$ cat src/rtl/fetch_pkg.sv
// fetch_pkg: shared types for the fetch controller and its buffer.
// Build option FETCH_SKID_EN selects a 2-entry skid buffer (default 1 entry).
package fetch_pkg;

    localparam int L_DEF = 16;

`ifdef FETCH_SKID_EN
    localparam int BUF_DEPTH = 2;
`else
    localparam int BUF_DEPTH = 1;
`endif

    typedef enum logic [1:0] {
        IDLE  = 2'd0,
        RUN   = 2'd1,
        DRAIN = 2'd2,
        HALT  = 2'd3
    } state_t;

    // One buffered fetch: the word and the address it came from.
    typedef struct packed {
        logic [L_DEF-1:0] instr;
        logic [L_DEF-1:0] pc;
    } entry_t;

endpackage

$ cat src/rtl/fetch_buffer.sv
// fetch_buffer: tiny in-order FIFO (1 or 2 entries) between fetch and decode.
// Head is always slot 0. Slots are never cleared on pop or flush, so the head
// output keeps showing the last word once the buffer runs empty.
// Depth comes from fetch_pkg::BUF_DEPTH (set by FETCH_SKID_EN); the caller
// must not push into a full buffer.
module fetch_buffer
    import fetch_pkg::*;
#(
    parameter int W = 2 * L_DEF
) (
    input  logic         clk,
    input  logic         rst,
    input  logic         push,
    input  logic         pop,
    input  logic         flush,
    input  logic [W-1:0] din,
    output logic [W-1:0] head,
    output logic [1:0]   count
);

    logic [1:0][W-1:0] mem;
    logic [1:0]        cnt;
    logic              wr_hi;

    // A push lands in slot 1 only if slot 0 is still occupied after the pop.
    always_comb begin
        wr_hi = (cnt == 2'd2) || ((cnt == 2'd1) && !pop);
    end

    // Storage and occupancy; flush drops everything, including a same-cycle push.
    always_ff @(posedge clk or posedge rst) begin
        if (rst) begin
            mem <= '0;
            cnt <= 2'd0;
        end else if (flush) begin
            cnt <= 2'd0;
        end else begin
            cnt <= cnt + {1'b0, push} - {1'b0, pop};
            if (pop && (cnt == 2'd2) && (BUF_DEPTH > 1))
                mem[0] <= mem[1];
            if (push) begin
                if (wr_hi)
                    mem[1] <= din;
                else
                    mem[0] <= din;
            end
        end
    end

    assign head  = mem[0];
    assign count = cnt;

endmodule

$ cat src/rtl/fetch_controller.sv
// fetch_controller: owns the PC, reads the combinational instruction memory and
// hands {instr, pc} pairs to decode over valid/ready.
// Build option FETCH_SKID_EN: 2-entry skid buffer, fetch depends only on the
// buffer level (no instr_ready -> pc path). Without it: 1-entry buffer with a
// pass-through ready so a full buffer can still fetch while it drains.
module fetch_controller
    import fetch_pkg::*;
#(
    parameter int             L        = L_DEF,
    parameter logic [L-1:0]   RESET_PC = '0
) (
    input  logic         clk,
    input  logic         rst,
    input  logic         start,
    input  logic         halt_req,
    input  logic         redirect_valid,
    input  logic [L-1:0] redirect_pc,
    output logic [L-1:0] imem_addr,
    input  logic [L-1:0] imem_data,
    output logic         instr_valid,
    output logic [L-1:0] instr,
    output logic [L-1:0] instr_pc,
    input  logic         instr_ready,
    output logic         halted,
    output logic         busy
);

    state_t         state_q, state_d;
    logic [L-1:0]   pc_q;
    logic [1:0]     count;
    logic [2*L-1:0] head;
    logic           pop, push, fetch_en, drain_empty;

    assign instr_valid = (count != 2'd0);
    assign pop         = instr_valid && instr_ready;

`ifdef FETCH_SKID_EN
    assign fetch_en = (count < 2'd2);
`else
    assign fetch_en = (count == 2'd0) || instr_ready;
`endif

    // Buffer is empty at the end of this cycle: flushed, or last word popped.
    assign drain_empty = redirect_valid || (count == 2'd0) || ((count == 2'd1) && pop);

    // Next state and fetch decision; redirect suppresses the push but never the FSM.
    always_comb begin
        state_d = state_q;
        push    = 1'b0;
        case (state_q)
            IDLE, HALT: if (start) state_d = RUN;
            RUN: begin
                if (halt_req)
                    state_d = DRAIN;
                else if (fetch_en && !redirect_valid)
                    push = 1'b1;
            end
            DRAIN: if (drain_empty) state_d = HALT;
            default: state_d = IDLE;
        endcase
    end

    // State register.
    always_ff @(posedge clk or posedge rst) begin
        if (rst) state_q <= IDLE;
        else     state_q <= state_d;
    end

    // PC: redirect wins, otherwise advance on each fetch (wraps naturally).
    always_ff @(posedge clk or posedge rst) begin
        if (rst)                 pc_q <= RESET_PC;
        else if (redirect_valid) pc_q <= redirect_pc;
        else if (push)           pc_q <= pc_q + {{(L-1){1'b0}}, 1'b1};
    end

    fetch_buffer #(.W(2 * L)) u_buf (
        .clk   (clk),
        .rst   (rst),
        .push  (push),
        .pop   (pop),
        .flush (redirect_valid),
        .din   ({imem_data, pc_q}),
        .head  (head),
        .count (count)
    );

    assign imem_addr = pc_q;
    assign instr     = head[2*L-1:L];
    assign instr_pc  = head[L-1:0];
    assign halted    = (state_q == HALT);
    assign busy      = (state_q == RUN) || (state_q == DRAIN);

endmodule

$ cat config.mk
export PLATFORM = sky130hd
export DESIGN_NAME = fetch_controller
export DESIGN_NICKNAME = d
export VERILOG_FILES = /design/src/rtl/fetch_pkg.sv /design/src/rtl/fetch_buffer.sv /design/src/rtl/fetch_controller.sv
export SDC_FILE = /design/constraint.sdc
export NUM_CORES = 1
export LEC_CHECK = 0
export ABC_AREA = 1
export CORE_UTILIZATION = 41
export CTS_CLUSTER_SIZE = 8
export DETAILED_ROUTE_END_ITERATION = 10
export PLACE_DENSITY = 0.73
export SYNTH_ARGS = -nofsm -noshare
export SYNTH_HDL_FRONTEND = slang
export SYNTH_SLANG_ARGS = --single-unit
$ cat constraint.sdc
create_clock -name clk -period 2.2 [get_ports clk]
set_input_delay 0.66 -clock clk [delete_from_list [all_inputs] [get_ports clk]]
set_output_delay 0.66 -clock clk [all_outputs]
set_load 0.05 [all_outputs]
Yosys cells after proc, flatten, opt, wreduce, memory -nomap -nowiden
Index checks and enable logic that the tools add are counted.
{ "word_totals": {"word_cells": 45, "ff_bits": 52, "input_bits": 38, "out_inout_bits": 51} }
{ "op_classes": {"addsub": 3, "n_bitwise": 2, "eq_ne": 8, "muxes": 10, "n_reduce_logical": 18} }
{ "ops": {"columns": ["operator", "n"], "rows": [
  ["2-to-1 mux 16 bit", 2],
  ["adder 16 x 1 -> 16 bit, second input constant", 1],
  ["2-to-1 mux 2 bit", 4],
  ["equality test 2 bit, second input constant", 3],
  ["inequality test 2 bit, second input constant", 3],
  ["case mux 2 bit (3 select lines)", 1],
  ["AND reduction 3 bit", 2],
  ["logical OR 1 bit", 5],
  ["equality test 2 x 1 -> 1 bit, second input constant", 2],
  ["logical AND 1 bit", 4],
  ["zero test 2 bit", 2],
  ["nonzero test 2 bit", 2],
  ["2-to-1 mux 1 bit", 3],
  ["adder 2 x 1 -> 2 bit", 1],
  ["zero test 1 bit", 2],
  ["NOT 1 bit", 2],
  ["OR reduction 2 bit", 1],
  ["subtractor 2 x 1 -> 2 bit", 1]
]} }

Depth between registers and ports, before layout
{ "logic_depth": {"depth_word": 9, "ltp_mapped": 10, "ltp_nobuf": 9} }

Hierarchy
Synthesis repeated with hierarchy kept, for this count alone.
{ "unflattened": {"cells_unflattened": 353, "area_unflattened_um2": 2746.4} }
{ "by_module_without_submodules": {"columns": ["module", "area_per_inst_um2", "cells_each", "instances", "seq_area_each_um2"], "rows": [
  ["fetch_buffer", 1450.1, 161, 1, 850.8],
  ["fetch_controller", 1296.2, 192, 1, 450.4]
]} }

Least setup slack after synthesis
OpenSTA, ideal clock, no wires.
{ "synth_path": {"kind": "reg2reg", "startpoint": "reg pc_q[1], in the netlist imem_addr[1]", "endpoint": "reg pc_q[10], in the netlist imem_addr[10]", "arrival_time_ps": 1609, "synth_period_minus_slack_ps": 1727, "stages_incl_launch_ff": 9, "setup_ps": 118, "required_ps": 2082, "path_slack_ps": 473, "path_buffers": 0, "cell_sequence": "dfrtp_1 ha_1 nand3_1 inv_1 nand2_1 o21ai_0 nand3_1 nand2_1 nand2_1"} }
{ "synth_via": {"elab_chain_len": 3} }
{ "synth_lines": {"columns": ["element", "line", "source"], "rows": [
  ["start: declaration", "fetch_controller.sv:29", "logic [L-1:0] pc_q;"],
  ["start signal: assignment", "fetch_controller.sv:72", "else if (redirect_valid) pc_q <= redirect_pc;"],
  ["start signal: assignment", "fetch_controller.sv:73", "else if (push) pc_q <= pc_q + {{(L-1){1'b0}}, 1'b1};"],
  ["adder 16 x 1 -> 16 bit", "fetch_controller.sv:73", null],
  ["2-to-1 mux 16 bit", "fetch_controller.sv:73", null],
  ["2-to-1 mux 16 bit", "fetch_controller.sv:72", null]
]} }
No other way between the ends. The select of a mux whose other input is x is not followed.
A chain may end at the register's enable or synchronous reset.

Final worst setup path
{ "layout_path": {"startpoint": "reg u_buf.mem, in the netlist u_buf.head[20]", "endpoint": "out instr[4]"} }
{ "layout_lines": {"columns": ["element", "line", "source"], "rows": [
  ["start: declaration", "fetch_buffer.sv:21", "logic [1:0][W-1:0] mem;"],
  ["end: declaration", "fetch_controller.sv:21", "output logic [L-1:0] instr,"]
]} }
No word-level cell between the ends.

==> metrics <==
most frequent cells in the layout=nand2_1 (123), clkdlybuf4s50_1 (63), dfrtp_1 (52), nand3_1 (44), nor2_1 (32); vias after detailed routing=2511; Tot GR Track Use=19.3%; Worst Hold Class=register to register; startpoint types=register; Max Root-Sink Buffers=2; via-per-instance ratio=4.90; width of the chip=83.4 um; final count of hold timing violations=0; DP HPWL=4970 um; H-tree Lvls=2; # clock sinks=52; Lkg Pwr=0.00192 uW; CP Max Fanout=2; initial antenna violation count=0; row count=29; register area share after synthesis=47.9%; CTS Hold Bufs=0; MaxCap Viol Count=0; synthesized area=2710 um2; Top delay family on crit path=buffers and inverters; Crit. End Element=output pin; TritonCTS clock tree=built; initial core utilization=42.5%; GRT Residual Overflow=0; clk root buf=clkbuf_8; largest net degree at the start of global routing=53; die height=83.4 um; final layout net count=478; Final WS setup=0.0557 ns; Critical Path RT=1.54 ns; vias in the first global route=2272; Avg Cell Area, Syn=7.91 um2; Reg clk slew, reported paths=0.09 ns; f_max=0.466 GHz; die area=6950 um2; detailed-route DRC error count=0; DRT Pass-1 Iters=4; GP Congestion=0.828; Final setup violation count=0; first-pass GRT wire length=10900 um; ant diodes=0; Detail Route Antenna Nets=0; Slew Limit Fails=0; Worst Tran Pin Value=0.793 ns; crit path DAT=1.48 ns; Tmin final=2.14 ns; First DRT Iteration DRCs=191; peak supply drop=1.30 mV; Yosys warnings=0; Synthesized Nets=387; WL final=6610 um; CORE AREA=6390 um2; area of the multi-input gates=1200 um2; Port Buf Inserts=88; final worst-path cycle share=97.5%; layout cells sized above 1=14.3%; Synth top area share=47.9%; filler cell count=582; clk_skew=0.00527 ns; PD cells=1460 nW/um2; Hold WS=0.477 ns; Synth Register Bits=52; post-synth top area cell=dfrtp_1; most common cell after layout, fill and taps aside=nand2_1; CP max stage delay=0.80 ns; combined flip-flop and latch cell area=1300 um2; Area Overhead vs Synth=38.2%; outcome=complete, no violations; Syn Inst Count=343; setup TNS=0 ns; Slowest-stage cell, CP=clkdlybuf4s50_1; Setup CP Type=register to output pin; WP buf/inv=1; WL/cell=12.9 um; Post-Place Worst Slack=-0.467 ns; Rel. slew slack=47.1%; post-synth cell types=28; largest cells by area after synthesis=dfrtp_1 (48%), nand2_1 (17%), nand3_1 (8.1%), nor2_1 (4.6%), o21ai_2 (4.5%); RSZ-0062 raised after global routing=false; clk_lat worst skew=0.31 ns; # IOs=89; CTS Buf Count=5; worst path cell trace=clkdlybuf4s50_1
timing repair:
| item | in CTS | in global routing |
|---|---|---|
| resized for setup | 1 | 4 |
| setup buffers | 0 | 0 |
| cloned | 0 | 0 |
| setup endpoints to repair | 13 | 4 |
final timing paths:
check	from	slack, ns	end	cells past startpoint
min in group asynchronous	rst	0.71	u_buf.head[16]	3
min	u_buf.head[18]	0.48	u_buf.head[18]	2
max reg2reg	state_q[0]	0.38	imem_addr[7]	7
max	u_buf.head[20]	0.06	instr[4]	1
max in group asynchronous	rst	1.26	imem_addr[6]	3
min reg2reg	u_buf.head[18]	0.48	u_buf.head[18]	2
cell families (layout without fill, tap and decap cells):
group	Yosys count	in the layout	share of synthesized area (%)
AND/OR/NAND/NOR	211	211	32.8
flip-flops	52	52	47.9
buffers and inverters	44	136	7.79
AO/OA/AOI/OAI	26	26	7.38
adder cells (fa/ha/maj)	6	6	2.77
XOR/XNOR	4	4	1.29
final cells by class:
type	instances	area share [%]
sequential	52	34.7
multi-input combinational	247	32.1
tap	77	2.57
clock buffer	5	1.84
timing repair buffer	96	25.0
clock inverter	3	0.501
inverter	32	3.34
stage by stage:
stage / total power [uW] / std cells / util (%) / area (um2)
finish: 5480 / 512 / 58.7 / 3750
global route: 5800 / 512 / 58.7 / 3750
CTS: 5520 / 512 / 58.6 / 3740
detailed placement: 4980 / 504 / 57.2 / 3650
global placement: 4900 / 504 / 57.2 / 3650
floorplan: 3870 / 343 / - / 2710
metal layers:
| metal | up-vias | track usage [%] | routed length (um) |
|---|---|---|---|
| met4 | 0 | 7.21 | 159 |
| met2 | 65 | 30.0 | 3100 |
| met3 | 15 | 3.28 | 251 |
| met5 | - | 0 | 0 |
| li1 | 1259 | - | - |
| met1 | 1172 | 27.1 | 3100 |
flip-flops by register name, indices dropped and copies added (netlist names):
name,flops
imem_addr,16
state_q,2
u_buf.count,2
u_buf.head,32
synth_stat cells:
master	n
nand3_1	44
dfrtp_1	52
o31ai_1	1
inv_2	2
clkbuf_1	2
a21oi_1	3
ha_1	6
nand3b_1	1
buf_2	3
o22ai_1	1
o211ai_1	1
buf_6	4
a21oi_4	1
o21ai_2	14
buf_1	1
xor2_1	3
nand2_2	1
clkinv_4	1
nand4_1	4
nand2_1	123
or2_2	1
inv_1	29
o21ai_0	5
nand2_4	3
buf_4	2
nor2_1	33
and2_1	1
xnor2_1	1
power by group:
group | total (uW) | internal (uW) | leakage, uW | switching [uW]
combinational | 3300 | 1080 | 0.00123 | 2220
clock | 543 | 222 | 0.0000479 | 320
sequential | 1630 | 1330 | 0.000644 | 304
total | 5480 | 2630 | 0.00192 | 2840
Power figures use the tool's default switching activity.
